### src/rtl/mtm_alu_deserializer_if.sv
// Serial input and assembled-record bundle of the mtm_Alu deserializer.
// master: deserializer side, slave: stimulus / consumer side.
interface mtm_alu_deserializer_if;
  logic        sin;
  logic [31:0] a_out;
  logic [31:0] b_out;
  logic [2:0]  op_out;
  logic        out_valid;
  logic [2:0]  err_flags;

  modport master (
    input  sin,
    output a_out, b_out, op_out, out_valid, err_flags
  );

  modport slave (
    output sin,
    input  a_out, b_out, op_out, out_valid, err_flags
  );
endinterface

### src/rtl/mtm_alu_deserializer.sv
// mtm_Alu serial front end: decodes 11-bit packets into B, A, opcode,
// checks count/CRC/opcode and emits one record per frame.
module mtm_alu_deserializer #(
  parameter logic [3:0] CRC_INIT = 4'b0000
) (
  input  logic clk,
  input  logic rst,
  mtm_alu_deserializer_if.master bus
);

  typedef enum logic [2:0] {
    IDLE, TYPE, PAYLOAD, STOP, WAIT_HIGH
  } state_t;

  state_t      state, state_nxt;
  logic [2:0]  bit_cnt;
  logic        is_ctl;
  logic [7:0]  shreg;
  logic [7:0]  data_q [8];
  logic [3:0]  data_cnt;
  logic        ovf;
  logic        accept, frame_err;

  logic [31:0] a_asm, b_asm;
  logic [31:0] a_q, b_q;
  logic [2:0]  op_q, err_q, err_nxt;
  logic        valid_q;
  logic        crc_ok, op_ok;

  // Serial CRC-4, x^4+x+1, MSB of the message first
  function automatic logic [3:0] crc4(
    input logic [67:0] d,
    input logic [3:0]  init
  );
    logic [3:0] c;
    logic       fb;
    c = init;
    for (int i = 67; i >= 0; i--) begin
      fb = c[3] ^ d[i];
      c  = {c[2:0], 1'b0} ^ {2'b00, fb, fb};
    end
    return c;
  endfunction

  always_ff @(posedge clk) begin
    if (rst) state <= IDLE;
    else     state <= state_nxt;
  end

  always_comb begin
    state_nxt = state;
    accept    = 1'b0;
    frame_err = 1'b0;
    unique case (state)
      IDLE:      if (!bus.sin) state_nxt = TYPE;
      TYPE:      state_nxt = PAYLOAD;
      PAYLOAD:   if (bit_cnt == 3'd0) state_nxt = STOP;
      STOP: begin
        if (bus.sin) begin
          accept    = 1'b1;
          state_nxt = IDLE;
        end else begin
          frame_err = 1'b1;
          state_nxt = WAIT_HIGH;
        end
      end
      WAIT_HIGH: if (bus.sin) state_nxt = IDLE;
      default:   state_nxt = IDLE;
    endcase
  end

  always_comb begin
    b_asm   = {data_q[0], data_q[1], data_q[2], data_q[3]};
    a_asm   = {data_q[4], data_q[5], data_q[6], data_q[7]};
    crc_ok  = crc4({b_asm, a_asm, 1'b1, shreg[6:4]}, CRC_INIT)
              == shreg[3:0];
    op_ok   = shreg[6:4] inside {3'b000, 3'b001, 3'b100, 3'b101};
    err_nxt = 3'b000;
    if (data_cnt != 4'd8 || ovf) err_nxt = 3'b100;
    else if (!crc_ok)            err_nxt = 3'b010;
    else if (!op_ok)             err_nxt = 3'b001;
  end

  always_ff @(posedge clk) begin
    if (rst) begin
      bit_cnt  <= '0;
      is_ctl   <= 1'b0;
      shreg    <= '0;
      data_cnt <= '0;
      ovf      <= 1'b0;
      for (int i = 0; i < 8; i++) data_q[i] <= '0;
      a_q      <= '0;
      b_q      <= '0;
      op_q     <= '0;
      err_q    <= '0;
      valid_q  <= 1'b0;
    end else begin
      valid_q <= 1'b0;
      if (state == TYPE) begin
        is_ctl  <= bus.sin;
        bit_cnt <= 3'd7;
      end
      if (state == PAYLOAD) begin
        shreg   <= {shreg[6:0], bus.sin};
        bit_cnt <= bit_cnt - 3'd1;
      end
      if (frame_err) begin
        data_cnt <= '0;
        ovf      <= 1'b0;
        shreg    <= '0;
        for (int i = 0; i < 8; i++) data_q[i] <= '0;
      end
      if (accept && !is_ctl) begin
        if (data_cnt == 4'd8) begin
          ovf <= 1'b1;
        end else begin
          data_q[data_cnt[2:0]] <= shreg;
          data_cnt <= data_cnt + 4'd1;
        end
      end
      if (accept && is_ctl) begin
        a_q      <= a_asm;
        b_q      <= b_asm;
        op_q     <= shreg[6:4];
        err_q    <= err_nxt;
        valid_q  <= 1'b1;
        data_cnt <= '0;
        ovf      <= 1'b0;
      end
    end
  end

  assign bus.a_out     = a_q;
  assign bus.b_out     = b_q;
  assign bus.op_out    = op_q;
  assign bus.err_flags = err_q;
  assign bus.out_valid = valid_q;

endmodule

### src/flat_wrapper.sv
// flat-port wrapper written by rule: the top's interface ports become plain ports
module mtm_alu_deserializer_flat 
#(
  parameter logic [3:0] CRC_INIT = 4'b0000
)
  (clk, rst, bus_sin, bus_a_out, bus_b_out, bus_op_out, bus_out_valid, bus_err_flags);
  mtm_alu_deserializer_if bus_i ();
  input  logic clk;
  input  logic rst;
  input wire logic [$bits(bus_i.sin)-1:0] bus_sin;
  output wire logic [$bits(bus_i.a_out)-1:0] bus_a_out;
  output wire logic [$bits(bus_i.b_out)-1:0] bus_b_out;
  output wire logic [$bits(bus_i.op_out)-1:0] bus_op_out;
  output wire logic [$bits(bus_i.out_valid)-1:0] bus_out_valid;
  output wire logic [$bits(bus_i.err_flags)-1:0] bus_err_flags;
  assign bus_i.sin = bus_sin;
  assign bus_a_out = bus_i.a_out;
  assign bus_b_out = bus_i.b_out;
  assign bus_op_out = bus_i.op_out;
  assign bus_out_valid = bus_i.out_valid;
  assign bus_err_flags = bus_i.err_flags;
  mtm_alu_deserializer #(.CRC_INIT(CRC_INIT)) u_core (.clk(clk), .rst(rst), .bus(bus_i));
endmodule
### config.mk
export PLATFORM = sky130hd
export DESIGN_NAME = mtm_alu_deserializer_flat
export DESIGN_NICKNAME = d
export VERILOG_FILES = /design/src/rtl/mtm_alu_deserializer_if.sv /design/src/rtl/mtm_alu_deserializer.sv /design/src/flat_wrapper.sv
export SDC_FILE = /design/constraint.sdc
export NUM_CORES = 1
export LEC_CHECK = 0
export CELL_PAD_IN_SITES_DETAIL_PLACEMENT = 1
export CELL_PAD_IN_SITES_GLOBAL_PLACEMENT = 2
export CORE_MARGIN = 5
export CORE_UTILIZATION = 37
export DETAILED_ROUTE_END_ITERATION = 10
export GPL_TIMING_DRIVEN = 0
export PLACE_DENSITY = 0.83
export SYNTH_ARGS = -nofsm -noshare
export SYNTH_HDL_FRONTEND = slang
export SYNTH_SLANG_ARGS = --single-unit
### constraint.sdc
create_clock -name clk -period 3.7 [get_ports clk]
set_clock_uncertainty 0.2 [all_clocks]
set_input_delay 0.74 -clock clk [delete_from_list [all_inputs] [get_ports clk]]
set_output_delay 0.74 -clock clk [all_outputs]
set_load 0.02 [all_outputs]
==> results.toml <==
[outcome]
status = "finished clean"

[logic_synthesis]
syn_nets = 694
synth-xor-area-share = 0.1762
syn-cell-area_um2 = 7044
synth.avg_cell_area_um2 = 10.25
synth-compound-area-share = 0.06679
synthAdderAreaFrac = 0.007105
yosys.area_share.simple = 0.1776
async_flop_share = 0
yosysTopAreaCellShare = 0.2728
synthMuxAreaShare = 0.01581
synth_top_family_by_area = "simple AND/OR/NAND/NOR gates"
synth.top_cells.by_count = "nand2_1, dfxtp_1, a21oi_1"
synth.yosys.seq_area_share = 0.5314
synth_top_area_cell = "edfxtp_1"
synth_most_common_cell = "nand2_1"
synth_ff_type = "dfxtp_1"
synth.distinct_cells = 31
synth-seq-cells = 155
synth_area_leaders = "edfxtp_1, dfxtp_1, xnor2_1"
syn_inst = 687
synth_edf_count = 64
yosysWarnings = 0

[timing]
period_minus_slack_ns = 3.564
slew_viol_final = 0
fmaxAchievable_mhz = 280.6
hold_viol = 0
setup_viol = 0
fin_setup_tns_ns = 0
fin_crit_sh = 0.9633
rsz0062_at_grt = "true"
tightest_slew_ns = 1.153
slew-limit-headroom = 0.2230

[detailed_routing]
drtIter0Drc = 324
wl_per_cell_um = 17.98
ant_nets = 0
drt-total-wl_um = 18410
vias_per_cell = 4.896
first_pass_iters = 5
drc = 0
vias = 5014

[cts]
clk_pin_slew_ns = 0.07
cts_buffer_depth = 2
cts_hold_buffers = 0
root_buffer = "clkbuf_16"
cts-htree-levels = 4
clock_sinks = 155
clk_latency_ns = 0.44
cts_tree = "built"
cts_inserted_buffers = 17

[pwr]
p_sw_uw = 1193
p_clk_frac = 0.403
p_sw_frac = 0.2510
peakVddDrop_mv = 0.3878
power_density_nw_per_um2 = 546.0
seqPwrFrac = 0.392
intPower_uw = 3562
comb_power_share = 0.206
leakage_uw = 0.003068

[die]
die_h_um = 148.0
start_util = 0.3766
rows = 50
ios = 74
core-area_um2 = 18710
die_w_um = 148.0
dieArea_um2 = 21900

[setup_path]
cp_data_required_time_ns = 3.55
critical_path_class = "register to register"
arrival_ns = 3.41
crit_top_cell = "clkbuf_1"
cp_slowest_cell = "o21ai_0"
end_kind = "register"
worstPathCellList = "clkbuf_1 -> nand2b_1 -> nor2_1 -> nand3_1 -> or3_1 -> clkbuf_1 -> o21ai_0"
start_kind = "register"
path_max_fanout = 9
slowest_delay_ns = 0.95

[placed_design]
dp.cells = 992
port_buffers = 71
placed_area_um2 = 8048
dp_hpwl_um = 13260
gp_congestion = 0.8072

[cells_and_area]
stdcell_count = 1024
insertedDiodeCount = 0
area_growth_pct = 23.62
postLayoutCellArea_um2 = 8708
nets = 784
drive_above_1_share = 0.06456

[grt]
overflow = 0
grt_pass1_wl_um = 29460
first_global_vias = 5338
grt_start_max_net_pins = 17
track_usage = 0.1749
grt_antenna_before_repair = 0

[worst_hold_path]
holdCritPathClass = "register to register"

[run]
timing.max_cap.violations = 0
[final cells by class]
type	count	area (um2)
Clock buffer	21	503.0
Multi-Input combinational cell	485	3129
Clock inverter	11	152.6
Fill cell	2030	9997
Sequential cell	155	3744
Timing Repair Buffer	71	710.7
Buffer	40	150.1
Inverter	7	26.28
Tap cell	234	292.8
[routing by layer]
layer	wire, um	vias up	GRT usage	part of all wire
met4	352	0	0.05958	0.019
li1	-	2439	-	-
met3	812	29	0.04108	0.044
met1	7981	2444	0.2204	0.43
met5	0	-	0	0
met2	9262	102	0.2957	0.50
[state kept, by name, indices dropped and copies added, names as in the netlist]
register              count
u_core.data_q            64
u_core.bus.a_out         32
u_core.bus.b_out         32
u_core.shreg              8
u_core.data_cnt           4
u_core.bit_cnt            3
u_core.bus.err_flags      3
u_core.bus.op_out         3
u_core.state              3
u_core.bus.out_valid      1
u_core.is_ctl             1
u_core.ovf                1
[power by group through the flow]
stage               registers (uW)  clock network (uW)  logic (uW)
finish                        1860                1920         978
global route                  1870                2040        1070
CTS                           1860                1960         986
detailed placement            1900                   0         971
global placement              1900                   0         942
floorplan                     1890                   0         825
[final timing paths]
check                                          from                  end  slack (ns)  cells past startpoint
worst max register to register      u_core.state[1]  u_core.data_q[1][2]        0.14                      7
worst min register to register  u_core.bus.b_out[8]  u_core.bus.b_out[8]        0.25                      2
worst min-delay path            u_core.bus.b_out[8]  u_core.bus.b_out[8]        0.25                      2
worst max-delay path                u_core.state[1]  u_core.data_q[1][2]        0.14                      7
[through the flow]
stage	util	hold WS (ns)	power, uW	setup WS, ns
after CTS	0.4653	0.2590	4804	0.03669
final	0.4656	0.2545	4755	0.1358
after global routing	0.4656	0.2755	4970	-0.1677
after detailed placement	0.4302	0.2499	2870	-0.02696
after floorplan	-	0.2572	2710	0.6320
after global placement	0.4302	0.2449	2838	0.07408
[critical path: cells and delay by family (launching register included)]
family,cells,cell delay [ns]
AO/OA/AOI/OAI,1,0.95
flip-flops,1,0.31
buffers and inverters,2,0.54
AND/OR/NAND/NOR,4,1.16
[cells in the final DEF (no fill, tap or decap), types with 8 or more instances in the layout]
cell type | synthesis | routed
dfxtp_1 | 91 | 91
clkdlybuf4s50_1 | 0 | 71
nor3_1 | 11 | 10
xnor2_1 | 67 | 67
clkbuf_1 | 40 | 40
and2_1 | 65 | 65
nand2_1 | 146 | 146
clkbuf_16 | 0 | 19
a21oi_1 | 73 | 73
mux2i_1 | 10 | 10
xor2_1 | 14 | 14
nor2_1 | 33 | 33
xnor3_1 | 11 | 11
o21ai_0 | 12 | 8
edfxtp_1 | 64 | 64
[kinds of logic after synthesis]
family	after synthesis
buffers and inverters	47
DFF	155
adders and majority gates	4
xor gates and xnor gates	105
and+or+nand+nor	274
AOI/OAI and AO/OA	91
muxes	11
[repair_timing]
action	in CTS	in global routing
resized for setup	0	5
buffers inserted	0	0
endpoints found under the setup margin	0	64
endpoints found under the hold margin	0	0
Note: power is estimated with default switching activity, not from simulation.
